===== config.mk =====
export PLATFORM = sky130hd
export DESIGN_NAME = key_event_queue
export DESIGN_NICKNAME = d
export VERILOG_FILES = /design/src/rtl/key_event_queue.sv
export SDC_FILE = /design/constraint.sdc
export NUM_CORES = 1
export LEC_CHECK = 0
export ABC_AREA = 1
export CAP_MARGIN = 20
export CELL_PAD_IN_SITES_DETAIL_PLACEMENT = 2
export CELL_PAD_IN_SITES_GLOBAL_PLACEMENT = 2
export CORE_ASPECT_RATIO = 0.7
export CORE_UTILIZATION = 25
export CTS_CLUSTER_SIZE = 25
export DETAILED_ROUTE_END_ITERATION = 16
export PLACE_DENSITY_LB_ADDON = 0.2
export SYNTH_ARGS = -nofsm -noshare
export SYNTH_HDL_FRONTEND = slang
export SYNTH_SLANG_ARGS = --single-unit

===== constraint.sdc =====
create_clock -name clk -period 4 [get_ports clk]
set_input_delay 0.6 -clock clk [delete_from_list [all_inputs] [get_ports clk]]
set_output_delay 0.6 -clock clk [all_outputs]
set_load 0.05 [all_outputs]

===== src/rtl/key_event_queue.sv =====
// Serializes one-cycle key press pulses into a FIFO of key codes, oldest first.
// Optional macro KEY_RELEASE_EVENT_EN adds release events queued behind pending presses.
module key_event_queue #(
  parameter int N_KEYS = 16,
  parameter int CODE_W = 4,
  parameter int DEPTH  = 8
) (
  input  logic                     clk,
  input  logic                     rst_n,
  input  logic [N_KEYS-1:0]        press_i,
`ifdef KEY_RELEASE_EVENT_EN
  input  logic [N_KEYS-1:0]        released_i,
`endif
  output logic                     ev_valid,
  input  logic                     ev_ready,
  output logic [CODE_W-1:0]        ev_code,
  output logic                     ev_release,
  output logic [$clog2(DEPTH):0]   count,
  output logic                     ovf,
  input  logic                     ovf_clr
);

  localparam int PTR_W = $clog2(DEPTH);
  localparam int CNT_W = PTR_W + 1;
`ifdef KEY_RELEASE_EVENT_EN
  localparam int REQ_W   = 2 * N_KEYS;
  localparam int ENTRY_W = CODE_W + 1;
`else
  localparam int REQ_W   = N_KEYS;
  localparam int ENTRY_W = CODE_W;
`endif

  logic [N_KEYS-1:0]  pend_p_r;
`ifdef KEY_RELEASE_EVENT_EN
  logic [N_KEYS-1:0]  pend_r_r;
  logic [N_KEYS-1:0]  grant_r_s;
`endif
  logic [N_KEYS-1:0]  grant_p_s;
  logic [REQ_W-1:0]   req_s;
  logic [REQ_W-1:0]   grant_s;
  logic [ENTRY_W-1:0] entry_s;
  logic [ENTRY_W-1:0] head_s;
  logic [ENTRY_W-1:0] mem_r [DEPTH];
  logic [PTR_W-1:0]   rd_ptr_r;
  logic [PTR_W-1:0]   wr_ptr_r;
  logic [CNT_W-1:0]   count_r;
  logic               ovf_r;
  logic               valid_s;
  logic               full_s;
  logic               pop_s;
  logic               push_ok_s;
  logic               push_s;
  logic               ovf_set_s;

  // One-hot grant to entry; release bit sits above the code when enabled.
  function automatic logic [ENTRY_W-1:0] encode_grant(input logic [REQ_W-1:0] g);
    logic [ENTRY_W-1:0] e;
    e = {ENTRY_W{1'b0}};
    for (int i = 0; i < N_KEYS; i++) begin
      e = e | (g[i] ? ENTRY_W'(i) : {ENTRY_W{1'b0}});
`ifdef KEY_RELEASE_EVENT_EN
      e = e | (g[N_KEYS+i] ? (ENTRY_W'(i) | (ENTRY_W'(1) << CODE_W)) : {ENTRY_W{1'b0}});
`endif
    end
    return e;
  endfunction

  // Request arbitration, handshake decode and overflow detection.
  always_comb begin
`ifdef KEY_RELEASE_EVENT_EN
    req_s = {pend_r_r, pend_p_r};
`else
    req_s = pend_p_r;
`endif
    valid_s   = (count_r != {CNT_W{1'b0}});
    full_s    = (count_r == CNT_W'(DEPTH));
    pop_s     = valid_s & ev_ready;
    push_ok_s = !full_s || pop_s;
    // Lowest set bit wins, so presses always precede releases.
    if (push_ok_s) begin
      grant_s = req_s & (~req_s + REQ_W'(1));
    end else begin
      grant_s = {REQ_W{1'b0}};
    end
    push_s    = |grant_s;
    entry_s   = encode_grant(grant_s);
    grant_p_s = grant_s[N_KEYS-1:0];
`ifdef KEY_RELEASE_EVENT_EN
    grant_r_s = grant_s[REQ_W-1:N_KEYS];
    ovf_set_s = |(press_i & pend_p_r & ~grant_p_s) | |(released_i & pend_r_r & ~grant_r_s);
`else
    ovf_set_s = |(press_i & pend_p_r & ~grant_p_s);
`endif
  end

  // Pending registers: clear granted bits, merge new pulses.
  always_ff @(posedge clk or negedge rst_n) begin
    if (!rst_n) begin
      pend_p_r <= {N_KEYS{1'b0}};
`ifdef KEY_RELEASE_EVENT_EN
      pend_r_r <= {N_KEYS{1'b0}};
`endif
    end else begin
      pend_p_r <= (pend_p_r & ~grant_p_s) | press_i;
`ifdef KEY_RELEASE_EVENT_EN
      pend_r_r <= (pend_r_r & ~grant_r_s) | released_i;
`endif
    end
  end

  // FIFO storage, pointers and occupancy.
  always_ff @(posedge clk or negedge rst_n) begin
    if (!rst_n) begin
      for (int i = 0; i < DEPTH; i++) begin
        mem_r[i] <= {ENTRY_W{1'b0}};
      end
      rd_ptr_r <= {PTR_W{1'b0}};
      wr_ptr_r <= {PTR_W{1'b0}};
      count_r  <= {CNT_W{1'b0}};
    end else begin
      if (push_s) begin
        mem_r[wr_ptr_r] <= entry_s;
        wr_ptr_r        <= wr_ptr_r + PTR_W'(1);
      end
      if (pop_s) begin
        rd_ptr_r <= rd_ptr_r + PTR_W'(1);
      end
      case ({push_s, pop_s})
        2'b10:   count_r <= count_r + CNT_W'(1);
        2'b01:   count_r <= count_r - CNT_W'(1);
        default: count_r <= count_r;
      endcase
    end
  end

  // Sticky overflow; a new overflow beats a simultaneous clear.
  always_ff @(posedge clk or negedge rst_n) begin
    if (!rst_n) begin
      ovf_r <= 1'b0;
    end else if (ovf_set_s) begin
      ovf_r <= 1'b1;
    end else if (ovf_clr) begin
      ovf_r <= 1'b0;
    end else begin
      ovf_r <= ovf_r;
    end
  end

  // Head entry is read straight from storage registers.
  always_comb begin
    head_s   = mem_r[rd_ptr_r];
    ev_valid = valid_s;
    ev_code  = head_s[CODE_W-1:0];
`ifdef KEY_RELEASE_EVENT_EN
    ev_release = head_s[ENTRY_W-1];
`else
    ev_release = 1'b0;
`endif
    count = count_r;
    ovf   = ovf_r;
  end

endmodule


-- Word level (Yosys, flattened, before mapping)
Index checks and enable logic that the tools add are counted.
- bits in latches: 0
- bits of input ports: 20
- bits in read-only memories: 0
- memories: 0
- logic and storage cells: 81
- memory bits (writable): 0
- flip-flop bits (word level): 59
- $mul: 0
- equality and inequality tests: 3
- shifts and indexed selects: 0
- mux-type cells: 25
- divide/modulo/power cells: 0
- add/subtract/negate cells: 5
- reductions and logical operators: 8
- magnitude comparators: 3
- bitwise logic cells: 24
- operators with widths (cell ; number):
    AND 16 bit ; 4
    two-way mux 4 bit ; 11
    bitwise mux 32 bit ; 1
    inverter 16 bit ; 2
    OR reduction 16 bit ; 2
    OR 4 bit ; 7
    adder 16 x 1 -> 16 bit (second input constant) ; 1
    two-way mux 16 bit ; 1
    OR 16 bit ; 1
    binary-select mux 4 bit (select 3 bit) ; 1
    demux 4 bit (select 3 bit) ; 1
    two-way mux 3 bit ; 4
    OR 3 bit ; 3
    greater-or-equal comparator 4 bit (second input constant) ; 2
    inverter 3 -> 4 bit ; 2
    case mux 4 bit (2 select lines) ; 1
    adder 3 x 1 -> 3 bit (second input constant) ; 2
    adder 4 x 1 -> 4 bit (second input constant) ; 1
    == test 4 bit (second input constant) ; 1
    less-than comparator 4 x 1 -> 1 bit (second input constant) ; 1
    two-way mux 2 bit ; 2
    OR 3 x 4 -> 4 bit ; 1
    nonzero test 2 bit ; 2
    nonzero test 4 bit ; 1
    11 further kinds ; 13

-- Longest topological paths before layout
- depth in word-level cells: 20
- depth in mapped cells: 18

-- Least setup slack after synthesis
Ideal clock, no wire load.
- path type: register -> register
- start: register count_r[2], in the netlist count[2]
- end: register count_r[3], in the netlist count[3]
- path slack: 1.172 ns
- cell stages (with the launch flop): 16
- setup time: 0.145 ns
- buffers on the path: 1
- clock period less this slack: 2.828 ns
- required time: 3.855 ns
- arrival: 2.683 ns
- cells stage by stage: dfrtp_1 nor2_2 nand3_4 nand2_1 nor2_1 nor2_2 nand3_4 buf_12 inv_2 ha_1 ha_1 a21oi_1 nand2_1 a21oi_1 o21ai_0 xnor2_1
- cells in the longest elaborated chain, start to end: 7
- elaborated cells between the ends (all ways): 13
- classes of those cells: add/sub (2); eq/ne (3); mux (2); bitwise (1); reduce/logical (5)
- RTL lines (item ; line ; RTL):
    from (decl) ; 46 ; logic [CNT_W-1:0] count_r;
    from (signal assigned) ; 119 ; count_r <= {CNT_W{1'b0}};
    from (signal assigned) ; 129 ; 2'b10: count_r <= count_r + CNT_W'(1);
    from (signal assigned) ; 130 ; 2'b01: count_r <= count_r - CNT_W'(1);
    == test 4 bit or nonzero test 4 bit (tied branches) ; 76, 75 ;
    logical NOT 1 bit or AND 1 bit (tied branches) ; 78, 77 ;
    logical OR 1 bit ; 78 ; push_ok_s = !full_s || pop_s;
    two-way mux 16 bit ; 80 ; if (push_ok_s) begin
    OR reduction 16 bit ; 85 ; push_s = |grant_s;
    == test 2 x 1 -> 1 bit or == test 2 bit (tied branches) ; 128 ; case ({push_s, pop_s})
    case mux 4 bit (2 select lines) or nonzero test 2 bit (tied branches) ; n/a ;
Parallel ways exist; a longest one is shown, timed or not.
A chain may end at the register's enable or synchronous reset.

-- Worst setup path after layout
- start: register rd_ptr_r[1]
- end: output ev_code[0]
- cells in the longest elaborated chain, start to end: 4
- RTL lines (item ; line ; RTL):
    from (decl) ; 44 ; logic [PTR_W-1:0] rd_ptr_r;
    from (signal assigned) ; 117 ; rd_ptr_r <= {PTR_W{1'b0}};
    from (signal assigned) ; 126 ; rd_ptr_r <= rd_ptr_r + PTR_W'(1);
    inverter 3 -> 4 bit (not written as such) ; 151 ; head_s = mem_r[rd_ptr_r];
    binary-select mux 4 bit (select 3 bit) ; 151 ;
    two-way mux 4 bit (not written as such) (2 in a row) ; 151 ;
    to (decl) ; 16 ; output logic [CODE_W-1:0] ev_code,
No other way between the ends. The select of a mux whose other input is x is not followed.

==> metrics.txt <==
post-cts repair resize count=0; antenna cells=0; Max FO, Critical Path=10; ys async rst share=100%; Initial Util=26.2%; Synth Warn #=0; first-pass GRT wire length=17300 um; Slew Viols, Final=0; GRT Util Overall=16.4%; pin count of the biggest net entering global routing=46; CTS H-Tree Depth=3; ANT nets after route=0; count of cell types in the netlist=35; Setup TNS Final=0 ns; Post-synth top flop=dfrtp_1; critical path arrival=2.63 ns; PortBufs=29; EDFF count, synth=0; period utilization=80.9%; root buffer cell=clkbuf_16; RSZ-0062 raised after global routing=false; Area growth, synth to finish=21.5%; f_max=309 MHz; Detail Placement HPWL=7900 um; slew margin rel.=37.0%; # rows=34; die area=0.0138 mm^2; hold slack=0.419 ns; HP Class=in2async; grt ovf=0; sequential share of the synthesized area=44.3%; Setup crit start kind=register; cells on worst reg2reg path=14; status=completed; CTS tree=built; PD cells=679 mW/mm^2; syn_area_per_cell=7.64 um^2; clock buffer depth=2; final-report hold violation count=0; FILL cells=1477; Syn Std Cell Area=0.00333 mm^2; core area=0.0127 mm^2; Pwr Total=2.75 mW; TritonCTS buffer count=9; R2R Setup Slk=1.18 ns; Max Cap Viol=0; DR iter-0 viols=155; Max VDD drop=0.222 mV; multi-input logic area=0.00164 mm^2; Clock transition at path regs=0.05 ns; initial antenna violation count=0; Total Routed Length=10400 um; layout cells sized above 1=10.3%; Post-Syn Nets=462; LEAKAGE=1.96 nW; Num Clock Sinks=59; Vias/cell=4.73; io pins=31; Final GP Congestion=0.747; die width=140 um; routed len/inst=16.4 um; Final Skew=0.00556 ns; number of global-route vias before repair=3177; Critical Path RT=3.40 ns; Final setup viols=0; Die Span Y=98.6 um; Register Area=0.00148 mm^2; synthesis-stage register bit count=59; crit path kind=reg2out; hold buffer count at CTS=0; Final min period=3.23 ns; worst slew pin tran=0.945 ns; Skew-Pair Late Insertion Delay=0.33 ns; # nets final=496; Vias=3011; post-CTS setup buffer count=0; drt first pass iters=4; synthesized netlist cell count=436; Worst Setup End Kind=output pin; DRC violations left=0
## per-stage QoR
step | setup slack [ns] | area (um^2) | cells | utilization (%)
after floorplan | 1.17 | 3330 | 436 | -
after global placement | 0.769 | 3760 | 621 | 29.6
after detailed placement | 0.609 | 3760 | 621 | 29.6
after CTS | 0.711 | 4040 | 636 | 31.8
after global routing | 0.610 | 4040 | 636 | 31.8
final | 0.766 | 4040 | 636 | 31.8
## cells in the final DEF, fill, tap and decap left out, drive strengths merged
cell	count
buf	5
o211ai	2
ha	5
nor2	78
or2	4
nand4	4
inv	33
clkbuf	13
conb	1
clkinv	3
o21ai	24
dfrtp	59
o21bai	4
fa	1
a21oi	2
xor2	3
nand3b	1
clkdlybuf4s50	28
a31oi	4
xnor2	2
nand2	125
a21o	7
o22ai	4
nand3	59
nor3	3
## logic make-up (layout without fill, tap and decap cells)
family                     count (synthesis)  after routing  share of synthesized area [%]
buffers and inverters                     44             82                           6.35
AOI/OAI and AO/OA                         47             47                           8.46
other                                      1              1                          0.113
DFF                                       59             59                           44.3
xor gates and xnor gates                   5              5                           1.32
adders and majority gates                  6              6                           2.48
and+or+nand+nor                          274            274                           36.9
## flip-flops by register name (all words and copies together) (netlist names)
signal	count
count	4
mem_r	32
ovf	1
pend_p_r	16
rd_ptr_r	3
wr_ptr_r	3
## per-layer routing
layer / global-route usage, % / up-vias / share of wire, %
met1: 23.7 / 1485 / 53
met4: 3.80 / 0 / 0.94
met5: 0 / - / 0
li1: - / 1483 / -
met3: 3.40 / 9 / 2.8
met2: 25.1 / 34 / 43
## critical path, cell delays in order, from the launching register on
cell and delay (ns):
dfrtp_1 0.49, inv_1 0.30, o21ai_0 0.23, o22ai_1 0.17, nor2_1 0.08, a31oi_1 0.19, clkdlybuf4s50_1 0.84
## where the power goes
group / internal [mW] / total (mW) / switching [mW] / leakage (nW)
sequential: 0.723 / 0.857 / 0.133 / 0.707
combinational: 0.374 / 1.16 / 0.789 / 1.11
clock: 0.464 / 0.728 / 0.264 / 0.141
total: 1.56 / 2.75 / 1.19 / 1.96
## area by class of cell
cell class              count  share of cell area, %
multi-input cells         333                   40.6
flip-flops and latches     59                   36.5
repair buffers             33                   7.80
clock buffers              13                   6.68
well taps                 162                   5.01
inverters                  34                   3.16
clock inverters             2                  0.248
## final timing paths
check / start / to
hold reg to reg: mem_r[24] / mem_r[24]
setup / recovery: rd_ptr_r[1] / ev_code[0]
max in group asynchronous: rst_n / mem_r[1]
min in group clk: mem_r[24] / mem_r[24]
setup reg to reg: count[2] / count[3]
hold / removal: rst_n / pend_p_r[3]
## synthesized netlist by cell type, types with 2 or more instances
master,n,area share (%)
a21o_1,7,1.6
a21oi_1,2,0.30
a31oi_1,4,0.75
buf_4,2,0.45
buf_6,3,1.0
clkbuf_1,4,0.45
dfrtp_1,59,44
ha_1,5,1.9
inv_1,27,3.0
inv_2,6,0.68
nand2_1,116,13
nand2_2,7,1.3
nand2_4,2,0.68
nand3_1,56,8.4
nand3_4,2,1.1
nand4_1,4,0.75
nor2_1,71,8.0
nor2_2,3,0.56
nor2_4,4,1.4
nor3_1,3,0.45
o211ai_1,2,0.45
o21ai_0,22,3.3
o21bai_1,4,0.90
o22ai_1,4,0.75
or2_2,4,0.75
xnor2_1,2,0.53
xor2_1,3,0.79
Note: power is estimated with default switching activity, not from simulation.
